**src/rtl/consec_seq_monitor_if.sv**
```systemverilog
// consec_seq_monitor_if: sequence event inputs and match/fail/status outputs of the monitor.
interface consec_seq_monitor_if #(parameter int CNT_W = 8);
    logic             a;
    logic             b;
    logic             c;
    logic             match;
    logic             fail;
    logic             busy;
    logic [3:0]       run_len;
    logic [CNT_W-1:0] match_count;
    logic [CNT_W-1:0] fail_count;
    modport master (output a, b, c, input match, fail, busy, run_len, match_count, fail_count);
    modport slave  (input a, b, c, output match, fail, busy, run_len, match_count, fail_count);
endinterface

```
**src/rtl/consec_seq_monitor.sv**
```systemverilog
// consec_seq_monitor: detects a ##1 b[*MIN_REP:MAX_REP] ##1 c, one attempt at a time.
// Define CONSEC_MON_STICKY_FAIL_EN to hold fail high from its first assertion until reset.
module consec_seq_monitor #(
    parameter int MIN_REP = 2,
    parameter int MAX_REP = 4,
    parameter int CNT_W   = 8
) (
    input logic                  clock,
    input logic                  reset,
    consec_seq_monitor_if.slave  bus
);
    typedef enum logic [1:0] {IDLE, ARMED, REP} state_e;
    localparam logic [3:0] MIN_L = 4'(MIN_REP);
    localparam logic [3:0] MAX_L = 4'(MAX_REP);
    state_e           state_q, state_d;
    logic [3:0]       run_q, run_d;
    logic             match_q, match_d, fail_q, fail_d;
    logic [CNT_W-1:0] mcnt_q, fcnt_q;
    always_comb begin
        state_d = IDLE;
        run_d   = 4'd0;
        match_d = 1'b0;
        fail_d  = 1'b0;
        case (state_q)
            IDLE:  state_d = bus.a ? ARMED : IDLE;
            ARMED: begin
                state_d = bus.b ? REP : IDLE;
                run_d   = bus.b ? 4'd1 : 4'd0;
                fail_d  = !bus.b;
            end
            REP: begin
                // shortest match wins: c closes the attempt before b can extend it
                if (run_q >= MIN_L && bus.c) match_d = 1'b1;
                else if (bus.b && run_q < MAX_L) begin
                    state_d = REP;
                    run_d   = run_q + 4'd1;
                end
                else fail_d = 1'b1;
            end
            default: state_d = IDLE;
        endcase
    end
    always_ff @(posedge clock) begin
        if (reset) begin
            state_q <= IDLE;
            run_q   <= 4'd0;
            match_q <= 1'b0;
            fail_q  <= 1'b0;
            mcnt_q  <= '0;
            fcnt_q  <= '0;
        end else begin
            state_q <= state_d;
            run_q   <= run_d;
            match_q <= match_d;
`ifdef CONSEC_MON_STICKY_FAIL_EN
            fail_q  <= fail_q | fail_d;
`else
            fail_q  <= fail_d;
`endif
            if (match_d && mcnt_q != '1) mcnt_q <= mcnt_q + CNT_W'(1);
            if (fail_d && fcnt_q != '1) fcnt_q <= fcnt_q + CNT_W'(1);
        end
    end
    assign bus.match       = match_q;
    assign bus.fail        = fail_q;
    assign bus.busy        = state_q != IDLE;
    assign bus.run_len     = run_q;
    assign bus.match_count = mcnt_q;
    assign bus.fail_count  = fcnt_q;
endmodule

```
**src/flat_wrapper.sv**
```systemverilog
// flat-port wrapper written by rule: the top's interface ports become plain ports
module consec_seq_monitor_flat 
#(
    parameter int MIN_REP = 2,
    parameter int MAX_REP = 4,
    parameter int CNT_W   = 8
)
  (clock, reset, bus_a, bus_b, bus_c, bus_match, bus_fail, bus_busy, bus_run_len, bus_match_count, bus_fail_count);
  consec_seq_monitor_if #(.CNT_W(CNT_W)) bus_i ();
  input logic clock;
  input logic reset;
  input wire logic [$bits(bus_i.a)-1:0] bus_a;
  input wire logic [$bits(bus_i.b)-1:0] bus_b;
  input wire logic [$bits(bus_i.c)-1:0] bus_c;
  output wire logic [$bits(bus_i.match)-1:0] bus_match;
  output wire logic [$bits(bus_i.fail)-1:0] bus_fail;
  output wire logic [$bits(bus_i.busy)-1:0] bus_busy;
  output wire logic [$bits(bus_i.run_len)-1:0] bus_run_len;
  output wire logic [$bits(bus_i.match_count)-1:0] bus_match_count;
  output wire logic [$bits(bus_i.fail_count)-1:0] bus_fail_count;
  assign bus_i.a = bus_a;
  assign bus_i.b = bus_b;
  assign bus_i.c = bus_c;
  assign bus_match = bus_i.match;
  assign bus_fail = bus_i.fail;
  assign bus_busy = bus_i.busy;
  assign bus_run_len = bus_i.run_len;
  assign bus_match_count = bus_i.match_count;
  assign bus_fail_count = bus_i.fail_count;
  consec_seq_monitor #(.MIN_REP(MIN_REP), .MAX_REP(MAX_REP), .CNT_W(CNT_W)) u_core (.clock(clock), .reset(reset), .bus(bus_i));
endmodule
```
**config.mk**
```make
export PLATFORM = sky130hd
export DESIGN_NAME = consec_seq_monitor_flat
export DESIGN_NICKNAME = d
export VERILOG_FILES = /design/src/rtl/consec_seq_monitor_if.sv /design/src/rtl/consec_seq_monitor.sv /design/src/flat_wrapper.sv
export SDC_FILE = /design/constraint.sdc
export NUM_CORES = 1
export LEC_CHECK = 0
export CORE_UTILIZATION = 44
export DETAILED_ROUTE_END_ITERATION = 7
export PLACE_DENSITY = 0.75
export SETUP_SLACK_MARGIN = 0.3
export SYNTH_ARGS = -nofsm -noshare
export SYNTH_HDL_FRONTEND = slang
export SYNTH_SLANG_ARGS = --single-unit
```
**constraint.sdc**
```tcl
create_clock -name clock -period 1.55 [get_ports clock]
set_input_delay 0.2325 -clock clock [delete_from_list [all_inputs] [get_ports clock]]
set_output_delay 0.2325 -clock clock [all_outputs]
set_load 0.005 [all_outputs]
```
* Word level (Yosys, flattened, before mapping)
Cells that the tools add are included.
** Word-level totals
- Logic and storage cells :: 36
- Bits in registers :: 24
- Output and inout port bits :: 23
- Input port bits :: 5
** Operators by class
- Magnitude comparators :: 2
- Add/sub/neg operators :: 3
- Equality and inequality tests :: 4
- Multiplexer cells :: 14
- Reduce and logical (&&, ||, !) cells :: 7
** Operators by type and width (count)
- $add A8 B1 Y8 const B :: 2
- $ne A8 B8 Y1 const B :: 2
- $mux W4 :: 2
- $pmux W4 S2 :: 1
- $mux W1 :: 6
- $mux W2 :: 3
- $pmux W2 S3 :: 1
- $add A4 B1 Y4 const B :: 1
- $ge A4 B2 Y1 const B :: 1
- $logic_and A1 B1 Y1 :: 4
- $lt A4 B3 Y1 const B :: 1
- $eq A2 B1 Y1 const B :: 1
- $eq A2 B2 Y1 const B :: 1
- $logic_not A2 Y1 :: 1
- $pmux W1 S2 :: 1
- $reduce_bool A2 Y1 :: 1
- $logic_not A1 Y1 :: 1

* Logic depth before layout (Yosys ltp)
- Depth after elaboration :: 6
- Mapped depth :: 7
- Mapped depth without buffers :: 6

* Worst setup path before layout
No wires, ideal clock.
- Path type :: register to register
- From :: register u_core.state_q[0]
- To :: register u_core.fcnt_q[7] (netlist: u_core.bus.fail_count[7])
- Required time :: 1429 ps
- Slack :: -106 ps
- Arrival time :: 1535 ps
- Cell stages (with the launch flop) :: 7
- Clock period less this slack :: 1656 ps
- Cell sequence :: dfxtp_1 inv_1 ha_1 and3b_1 a41oi_2 nor4_1 mux2_2
** On the way
- Word-level cells in the longest chain between the ends :: 3
- Elaborated cells on any way between the ends :: 4
** Ends and longest elaborated chain
- start: declaration :: line consec_seq_monitor.sv:15 : state_e state_q, state_d;
- start signal: assignment :: line consec_seq_monitor.sv:52 : state_q <= state_d;
- $eq A2 B2 Y1 / $eq A2 B1 Y1 (equally long branches) :: line consec_seq_monitor.sv:24 : case (state_q)
- $pmux W1 S2 (*) :: line consec_seq_monitor.sv:24
- $logic_and A1 B1 Y1 (*) :: line consec_seq_monitor.sv:61 : if (fail_d && fcnt_q != '1) fcnt_q <= fcnt_q + CNT_W'(1);
- end signal: assignment :: line consec_seq_monitor.sv:61
- end: declaration :: line consec_seq_monitor.sv:18 : logic [CNT_W-1:0] mcnt_q, fcnt_q;
Mark *: on every way between the ends. The rest lies on a longest branch, timed or not.
A chain may end at the register's enable or synchronous reset.

* Final worst setup path
- From :: register u_core.state_q[0]
- To :: register u_core.fcnt_q[3] (netlist: u_core.bus.fail_count[3])
The elaborated chain is that of the path after synthesis.

==> flow_summary.toml <==
[cts]
cts_hold_buf = 0
clockBufferDepth = 2
tritoncts = "done"
path_clk_slew_ns = 0.14
htreeDepth = 1
cts_buffers = 3
cts_root_buffer = "clkbuf_4"
cts.sinks = 24
clock_latency_ns = 0.33

[cells_and_area]
fin_cells = 225
layout_commonest_cell = "buf_4"
final_cell_mix = "buf_4 (36), dlygate4sd2_1 (15), dfxtp_2 (15), nor2_1 (12), inv_1 (7)"
area_growth_pct = 65.03
n_antenna_cell = 0
drive_above_1_share_pct = 53.33
fin_nets = 208

[logic_synthesis]
synth_area_leaders = "dfxtp_1 (40%), ha_1 (7.3%), nor2_1 (4.1%), inv_1 (3.1%), xnor2_1 (2.9%)"
synth_async_sr_flop_share_pct = 0
synth_nets = 140
ys_warn_count = 0
syn_inst = 128
ys_seq_area_share_pct = 40.21
synth_top_area_share_pct = 40.21
yosysTopAreaCell = "dfxtp_1"
synth-edff-count = 0
synthFlopType = "dfxtp_1"
ys_seq_elements = 24
synth.distinct_cells = 43
netlist_area_sq_mm = 0.001195
avgSynthCellArea_sq_um = 9.335

[pwr]
pwr-share-comb_pct = 10.2
powerDensity_mw_per_mm2 = 541.2
max-vdd-ir-drop_mv = 0.4225
power_frac_seq_pct = 57.9
p_clk_share_pct = 31.9
power_switching_uw = 251.0
p_leak_uw = 0.0008290
internal_power_uw = 816.3
swShare_pct = 23.52

[timing]
holdWs_ns = 0.3519
finalSetupViolCount = 11
final-hold-violation-count = 0
finalCriticalPeriod_ns = 1.792
slew_headroom_pct = 66.21
setup_ws_ns = -0.2419
period_share_pct = 115.6
skew_ns = 0.01058
fmax_ghz = 0.5581
final-max-slew-violation-count = 0
rsz0062_at_grt = "yes"
tightest_slew_ns = 0.5056

[placement]
dp_cells = 206
io_buffer_count = 27
routabilityCongestion = 0.7186
dp_hpwl_microns = 1988

[routing]
first_pass_iters = 4
vias_per_cell = 5.507
drtAntennaViolNets = 0
vias = 1239
totalWireLength_microns = 3330
route.detailed.drc = 0
wire_per_inst_microns = 14.80
drtIter0Drc = 35

[worst_setup_path]
crit_type = "reg2reg"
critPathArrivalTime_ns = 2.06
cp_top_family = "simple AND/OR/NAND/NOR gates"
slowest_stage = "or4_4"
crit_required_ns = 1.82
cp_slowest_stage_delay_ns = 0.48
start_kind = "flop"
setup.worst_path.end_class = "flop"
critPathMaxFanout = 7
timing.critical_path.buf_inv = 2
path_cells = "inv_2, ha_4, and3b_1, a41oi_2, buf_6, or4_4, a21oi_2"

[global_routing]
grt_overflow = 0
antenna_found_initial = 0
grt_pass1_vias = 1122
grt_start_max_net_pins = 14
grtUsageTotal_pct = 21.78
grt_first_pass_wirelength_microns = 4554

[worst_hold_path]
min_path_type = "in2reg"

[run_status]
run_status = "finished with violations"
violations = "setup timing"

[floorplanning]
die_h_microns = 54.11
coreArea_sq_mm = 0.002522
initial_core_util_pct = 47.37
pin_count = 28
die-area_sq_mm = 0.002928
die-width_microns = 54.11
rows = 18

[job]
cap_violations = 0
## synthesized netlist by cell type (2+ instances only)
cell type  count
dfxtp_1       24
o21ai_0        4
or3_1          2
nor4_1         2
or4_1          3
nand2_1        5
and2_1         3
nand3_1        6
nand2b_1       2
nor2b_1        4
clkbuf_1       2
nor2_1        13
inv_1         10
a21oi_1        6
ha_1           7
a211oi_1       2
xnor2_1        4
o31ai_1        4
## kinds of logic after synthesis
| group | share of synthesized area, % |
|---|---|
| AOI/OAI and AO/OA | 17.59 |
| other | 0.3138 |
| xor gates and xnor gates | 3.665 |
| DFF | 40.21 |
| muxes | 2.722 |
| adders and majority gates | 7.330 |
| buffers and inverters | 5.131 |
| and+or+nand+nor | 23.04 |
## stage by stage
step | util, % | power [uW] | area, sq um | TNS [ns] | setup WS [ns]
after floorplan | - | 681.9 | 1250 | -0.06649 | -0.06649
after global placement | 68.65 | 731.6 | 1732 | -6.107 | -0.4133
after detailed placement | 68.65 | 735.6 | 1732 | -6.580 | -0.4154
after CTS | 75.55 | 1061 | 1906 | -1.510 | -0.1766
after global routing | 78.17 | 1102 | 1972 | -2.168 | -0.2975
final | 78.17 | 1067 | 1972 | -1.240 | -0.2419
## registers in the layout (all words and copies together), names as in the netlist
register                count
u_core.state_q              2
u_core.bus.match_count      8
u_core.bus.run_len          4
u_core.bus.match            1
u_core.bus.fail             1
u_core.bus.fail_count       8
## metal layers
layer	track usage [%]	share of wire, %
met1	25.26	40
met2	39.09	53
met3	3.390	5.4
met4	9.402	2.0
met5	0	0
## worst paths after layout
kind	start	to	slack [ns]	depth (start not counted)
worst max-delay path	u_core.state_q[0]$_SDFF_PP0_	u_core.bus.fail_count[3]$_SDFFE_PP0P_	-0.24	7
worst min register to register	u_core.bus.fail_count[6]$_SDFFE_PP0P_	u_core.bus.fail_count[6]$_SDFFE_PP0P_	0.54	2
worst min-delay path	bus_b	u_core.state_q[1]$_SDFF_PP0_	0.35	3
worst max register to register	u_core.state_q[0]$_SDFF_PP0_	u_core.bus.fail_count[3]$_SDFFE_PP0P_	-0.24	7
## worst reg2reg max path: stages, from the launching register on
cell,delay (ns)
dfxtp_2,0.36
inv_2,0.05
ha_4,0.27
and3b_1,0.18
a41oi_2,0.07
buf_6,0.19
or4_4,0.48
a21oi_2,0.14
## power by group through the flow
| stage | sequential [uW] | clock, uW | combinational (uW) |
|---|---|---|---|
| 2_1_floorplan | 642 | 0 | 39.4 |
| 3_3_place_gp | 641 | 0 | 90.3 |
| 3_5_place_dp | 641 | 0 | 94.1 |
| 4_1_cts | 618 | 341 | 102 |
| 5_1_grt | 619 | 365 | 118 |
| 6_report | 618 | 340 | 109 |
## layout make-up
cell class / instances / area, sq um
clock buffer: 4 / 36.28
fill: 167 / 550.5
inverter: 10 / 37.54
multi-input combinational: 90 / 803.3
sequential: 24 / 521.8
tap: 30 / 37.54
timing repair buffer: 67 / 535.5
## repair_timing
action / in CTS / in global routing
pin swaps: 6 / 11
endpoints found under the setup margin: 45 / 30
buffers inserted: 14 / 1
resized for setup: 65 / 23
No activity file was read; power rests on OpenSTA's default activity.
